==> src/rtl/tri_cnt_pkg.sv <==
// Shared types for the triangular wave counter:
// FSM state encoding and runtime mode codes.
package tri_cnt_pkg;

  typedef enum logic [1:0] {
    S_UP   = 2'd0,
    S_DOWN = 2'd1,
    S_DONE = 2'd2
  } state_e;

  localparam logic [1:0] MODE_TRI     = 2'b00;
  localparam logic [1:0] MODE_SAW     = 2'b01;
  localparam logic [1:0] MODE_ONESHOT = 2'b10;

endpackage

==> src/rtl/tri_step_clamp.sv <==
// Saturating one-step up/down move of the count,
// clamped to [MIN_VAL, MAX_VAL] with a hit-limit flag.
module tri_step_clamp #(
  parameter int WIDTH   = 8,
  parameter int MIN_VAL = 0,
  parameter int MAX_VAL = 5,
  parameter int STEP    = 1
) (
  input  logic [WIDTH-1:0] cnt_i,
  input  logic             up_i,
  output logic [WIDTH-1:0] nxt_o,
  output logic             hit_o
);

  localparam logic [WIDTH:0] LO = (WIDTH+1)'(MIN_VAL);
  localparam logic [WIDTH:0] HI = (WIDTH+1)'(MAX_VAL);
  localparam logic [WIDTH:0] ST = (WIDTH+1)'(STEP);

  logic [WIDTH:0] ext;
  logic [WIDTH:0] res;
  logic           sat;

  assign ext = {1'b0, cnt_i};

  // Distance-to-limit compare avoids any wrap of ext +/- ST.
  always_comb begin
    if (up_i) begin
      sat = (ext >= HI) || ((HI - ext) <= ST);
      res = sat ? HI : ext + ST;
    end else begin
      sat = (ext <= LO) || ((ext - LO) <= ST);
      res = sat ? LO : ext - ST;
    end
  end

  assign nxt_o = res[WIDTH-1:0];
  assign hit_o = sat;

endmodule

==> src/rtl/tri_wave_counter.sv <==
// Triangle / sawtooth / one-shot count generator with peak/trough pulses.
// Optional period counter on trough pulses: define TRI_PERIOD_CNT_EN.
import tri_cnt_pkg::*;

module tri_wave_counter #(
  parameter int WIDTH   = 8,
  parameter int MIN_VAL = 0,
  parameter int MAX_VAL = 5,
  parameter int STEP    = 1,
  parameter int PCNT_W  = 16
) (
  input  logic              clk,
  input  logic              rst,
  input  logic              in,
  input  logic [1:0]        mode,
  input  logic              restart,
  output logic [WIDTH-1:0]  count,
  output logic              dir_up,
  output logic              peak,
  output logic              trough,
`ifdef TRI_PERIOD_CNT_EN
  output logic [PCNT_W-1:0] period_cnt,
`endif
  output logic              done
);

  localparam logic [WIDTH-1:0] MINW = WIDTH'(MIN_VAL);
  localparam logic [WIDTH-1:0] MAXW = WIDTH'(MAX_VAL);

  generate
    if (MIN_VAL >= MAX_VAL || STEP < 1 || PCNT_W < 1 ||
        MAX_VAL >= (2 ** WIDTH)) begin : g_bad_cfg
      $error("tri_wave_counter: illegal parameter set");
    end
  endgenerate

  state_e           state_q, state_d;
  logic [WIDTH-1:0] count_q, count_d;
  logic             peak_q, peak_d;
  logic             trough_q, trough_d;
  logic             done_q, done_d;

  logic             saw;
  logic             oneshot;
  logic             step_up;
  logic [WIDTH-1:0] step_nxt;
  logic             step_hit;

  assign saw     = (mode == MODE_SAW);
  assign oneshot = (mode == MODE_ONESHOT);
  assign step_up = (state_q == S_UP) && (count_q < MAXW);

  tri_step_clamp #(
    .WIDTH   (WIDTH),
    .MIN_VAL (MIN_VAL),
    .MAX_VAL (MAX_VAL),
    .STEP    (STEP)
  ) u_clamp (
    .cnt_i (count_q),
    .up_i  (step_up),
    .nxt_o (step_nxt),
    .hit_o (step_hit)
  );

  always_comb begin
    state_d  = state_q;
    count_d  = count_q;
    peak_d   = 1'b0;
    trough_d = 1'b0;
    done_d   = done_q;
    if (restart) begin
      state_d = S_UP;
      count_d = MINW;
      done_d  = 1'b0;
    end else begin
      case (state_q)
        S_UP: begin
          if (in) begin
            if (saw && !step_up) begin
              count_d  = MINW;
              trough_d = 1'b1;
            end else if (step_up) begin
              count_d = step_nxt;
              peak_d  = step_hit;
              if (step_hit && !saw)
                state_d = S_DOWN;
            end else begin
              // Parked at MAX after a saw->triangle switch: turn down.
              count_d  = step_nxt;
              trough_d = step_hit;
              state_d  = S_DOWN;
              if (step_hit) begin
                state_d = oneshot ? S_DONE : S_UP;
                done_d  = oneshot;
              end
            end
          end
        end
        S_DOWN: begin
          if (in) begin
            if (saw) begin
              count_d  = MINW;
              trough_d = 1'b1;
              state_d  = S_UP;
            end else begin
              count_d  = step_nxt;
              trough_d = step_hit;
              if (step_hit) begin
                state_d = oneshot ? S_DONE : S_UP;
                done_d  = oneshot;
              end
            end
          end
        end
        S_DONE: begin
          count_d = MINW;
        end
        default: begin
          state_d = S_UP;
          count_d = MINW;
        end
      endcase
    end
  end

  always_ff @(posedge clk or posedge rst) begin
    if (rst) begin
      state_q  <= S_UP;
      count_q  <= MINW;
      peak_q   <= 1'b0;
      trough_q <= 1'b0;
      done_q   <= 1'b0;
    end else begin
      state_q  <= state_d;
      count_q  <= count_d;
      peak_q   <= peak_d;
      trough_q <= trough_d;
      done_q   <= done_d;
    end
  end

`ifdef TRI_PERIOD_CNT_EN
  logic [PCNT_W-1:0] pcnt_q;

  always_ff @(posedge clk or posedge rst) begin
    if (rst)
      pcnt_q <= '0;
    else if (trough_d)
      pcnt_q <= pcnt_q + 1'b1;
  end

  assign period_cnt = pcnt_q;
`endif

  assign count  = count_q;
  assign dir_up = (state_q == S_UP);
  assign peak   = peak_q;
  assign trough = trough_q;
  assign done   = done_q;

endmodule

==> config.mk <==
export PLATFORM = sky130hd
export DESIGN_NAME = tri_wave_counter
export DESIGN_NICKNAME = d
export VERILOG_FILES = /design/src/rtl/tri_cnt_pkg.sv /design/src/rtl/tri_step_clamp.sv /design/src/rtl/tri_wave_counter.sv
export SDC_FILE = /design/constraint.sdc
export NUM_CORES = 1
export LEC_CHECK = 0
export BUFFER_PORTS_ARGS = -buffer_cell sky130_fd_sc_hd__buf_2
export CORE_MARGIN = 5
export CORE_UTILIZATION = 30
export CTS_CLUSTER_SIZE = 12
export DETAILED_ROUTE_END_ITERATION = 16
export GPL_TIMING_DRIVEN = 0
export HOLD_SLACK_MARGIN = 0.08
export PLACE_DENSITY = 0.46
export SYNTH_ARGS = -nofsm -noshare
export SYNTH_HDL_FRONTEND = slang
export SYNTH_SLANG_ARGS = --single-unit
==> constraint.sdc <==
create_clock -name clk -period 4.3 [get_ports clk]
set_input_delay 0.86 -clock clk [delete_from_list [all_inputs] [get_ports clk]]
set_output_delay 0.86 -clock clk [all_outputs]
set_load 0.005 [all_outputs]
==> summary.md <==
| Metric | Value |
|---|---|
| Met2 routed WL | 1058 µm |
| Actual slew at the worst max-slew pin | 0.5393 ns |
| Clk buf depth | 2 |
| First-pass GRT wire length | 3905 µm |
| Top Layer Used | met4 |
| Worst IR Drop VDD | 236.0 µV |
| CP Class | reg -> reg |
| Rows | 21 |
| Startpoint types | flop |
| Worst slew margin | 0.6383 |
| Multi-input gate area | 635.6 µm² |
| Mapped Area | 997.2 µm² |
| WP data arrival | 2.45 ns |
| Clock share of power | 0.101 |
| Layout cells sized above 1 | 0.2266 |
| GRT Residual Overflow | 0 |
| Int Power | 0.4283 mW |
| DR vias/cell | 5.080 |
| Skew final | 0.006056 ns |
| Initial antenna violation count | 0 |
| Layout fillers | 348 |
| CP Data Required Time | 4.48 ns |
| RSZ-0062 raised after global routing | false |
| FF/Latch Area | 325.3 µm² |
| Worst Hold Launch | done |
| Inserted Clock Buffers | 3 |
| CTS clk-pin slew, worst paths | 0.09 ns |
| Switching Share | 0.4743 |
| Fin util | 0.3550 |
| Setup Fix Bufs, Post-CTS | 0 |
| Setup TNS | 0 ns |
| Core area | 3284 µm² |
| Hold path cells | 2 |
| Die width | 67.66 µm |
| Antenna viol nets, final | 0 |
| Hold-fix buffers, CTS | 0 |
| # setup viols final | 0 |
| Synthesis warning total | 0 |
| Number of I/O port buffers | 17 |
| Syn_nets | 122 |
| Max-cap violations | 0 |
| Part of the Yosys area used for sequential elements | 0.3262 |
| Power share of the combinational group | 0.653 |
| I/O pins | 18 |
| Mapped Avg Cell Area | 9.320 µm² |
| H-tree Lvls | 1 |
| Diodes inserted | 0 |
| Count of unique library cells instantiated by Yosys | 40 |
| Placed Area | 1140 µm² |
| Aggregate global-route resource usage | 0.1139 |
| Detailed router's first-iteration violation count | 35 |
| M1 WL | 1158 µm |
| Post-route clock period utilization | 0.5282 |
| Reg2Reg Depth | 7 |
| Initial cell density of the core | 0.3036 |
| Leakage power | 0.5568 nW |
| Hold EP | done |
| R2R Setup Slk | 2.03 ns |
| CP max FO | 7 |
| Tightest Hold Check Type | reg -> reg |
| Nets | 144 |
| Drt pass-1 iters | 6 |
| Post-DP HPWL | 1828 µm |
| WL final | 2338 µm |
| # DRC | 0 |
| GP Congestion | 0.7535 |
| Resized cells post-CTS | 0 |
| Final min period | 2.271 ns |
| Die area | 4577 µm² |
| CTS Root Cell | clkbuf_4 |
| Critical path capture point type | flop |
| Area grow syn2layout | 16.94% |
| Outcome | complete, no violations |
| FMAX | 0.4403 GHz |
| Sw Pwr | 0.3865 mW |
| Slowest-stage cell, CP | a211oi_1 |
| CTS tree | yes |
| Final hold violation count | 0 |
| Largest net degree at the start of global routing | 14 |
| Final hold slack | 0.5352 ns |
| Wire per inst | 13.44 µm |
| CP cell instances | inv_1, ha_1, a211oi_1, o211ai_1, nand3_1, o21ai_1, a21o_1 |
| Vias in the first global route | 849 |
| CTS sink cnt | 13 |
| Post-synthesis instance total | 107 |
| Worst r2r dst | count[6] |
| Clock latency on the worst-skew pair | 0.29 ns |
| Synthesized flop and latch total | 13 |
| Final Max Slew Viols | 0 |
| Die Y-Extent | 67.66 µm |
| Pwr Density | 698.7 nW/µm² |
| Sequential Power Share | 0.246 |
| Largest stage delay on the critical path | 0.52 ns |
| Reg-to-reg startpoint | count[1] |
| Met3 Wirelength | 76 µm |
| Final instance area | 1166 µm² |
| Vias | 884 |
==> cell type report <==
type                    count  share of cell area
well taps                  46             0.04936
inverters                   4             0.01288
plain buffers               3             0.01824
flip-flops and latches     13              0.2790
clock buffers               4             0.02253
multi-input cells          87              0.5451
repair buffers             17             0.07296
==> how the worst max path moves through the flow <==
stage / from / to / slack (ns)
after floorplan: count[1] / count[2] / 2.31
after global placement: count[1] / count[3] / 2.05
after detailed placement: count[1] / count[6] / 2.05
after global routing: count[1] / count[6] / 1.77
final: count[1] / count[6] / 2.03
after CTS: count[1] / count[6] / 2.02
==> Yosys cell counts <==
cell,number,area [µm²]
nand2b_1,3,18.77
ha_1,9,112.6
o21ai_1,6,30.03
buf_2,2,10.01
a21oi_1,2,10.01
nor3_4,1,16.27
o21a_1,1,7.510
nor2_1,14,52.55
or3_1,2,12.51
nor3b_1,1,7.510
or3b_1,1,8.760
or2_1,1,6.260
a2111oi_4,1,27.53
nand2_1,6,22.52
a31oi_1,1,6.260
nand3_1,6,30.03
o2bb2ai_1,2,17.52
xnor2_1,1,8.760
buf_6,1,11.26
a21bo_2,1,10.01
and3_4,1,11.26
o21ai_2,1,8.760
o2111ai_1,1,8.760
nor2b_1,3,18.77
and4b_1,1,10.01
and4bb_1,1,12.51
nor4_1,1,6.260
xor2_1,1,8.760
nor3_1,3,15.01
o21ba_1,1,10.01
inv_1,4,15.01
a22oi_2,1,12.51
a211oi_1,2,15.01
o211ai_1,3,22.52
mux2i_1,1,10.01
dfrtp_1,13,325.3
o311ai_1,2,17.52
a21o_1,1,7.510
a31o_1,1,8.760
a22o_1,3,26.28
==> cell families (layout without fill, tap and decap cells) <==
kind of cell,Yosys count,after routing,share of synthesized area
and+or+nand+nor,45,45,0.2497
AOI/OAI and AO/OA,30,30,0.2472
DFF,13,13,0.3262
adders and majority gates,9,9,0.1129
buffers and inverters,7,28,0.03638
xor gates and xnor gates,2,2,0.01757
muxes,1,1,0.01004
==> power groups by stage <==
stage / Sequential [mW] / Combinational (mW) / Clock [mW]
final: 0.200 / 0.532 / 0.0821
after global routing: 0.206 / 0.602 / 0.0868
after CTS: 0.201 / 0.540 / 0.0820
after detailed placement: 0.203 / 0.538 / 0
after global placement: 0.202 / 0.534 / 0
after floorplan: 0.200 / 0.406 / 0
==> layout by cell type (no fill, tap or decap), types with 2 or more instances in the layout <==
cell type  count
or3_1          2
a22o_1         3
nand2_1        6
a211oi_1       2
nor3_1         3
ha_1           9
nand2b_1       3
dfrtp_1       13
a21oi_1        2
nor2b_1        3
o21ai_1        6
inv_1          4
o211ai_1       3
buf_2         19
o311ai_1       2
nand3_1        6
nor2_1        14
clkbuf_4       3
o2bb2ai_1      2
==> flip-flops by register name, indices dropped and copies added (netlist names) <==
signal and flops:
count 8, state_q 2, done 1, peak 1
trough 1
==> critical path, delay by kind of cell (launching register included) <==
family          cells  cell delay, ns
fa+ha+maj           1            0.29
flops               1            0.46
buf+inv             1            0.17
compound gates      4            0.99
simple gates        1            0.25
==> metal layers <==
metal	vias to the layer above	global-route usage
li1	438	-
met1	425	0.1552
met2	14	0.1750
met3	7	0.01165
met4	0	0.06076
met5	-	0
==> metrics by stage <==
stage	cells	total power, mW	setup slack, ns
5_1_grt	174	0.8955	1.773
3_3_place_gp	170	0.7362	2.050
3_5_place_dp	170	0.7417	2.046
4_1_cts	174	0.8231	2.022
6_report	174	0.8148	2.029
2_1_floorplan	107	0.6059	2.311
Note: power is estimated with default switching activity, not from simulation.
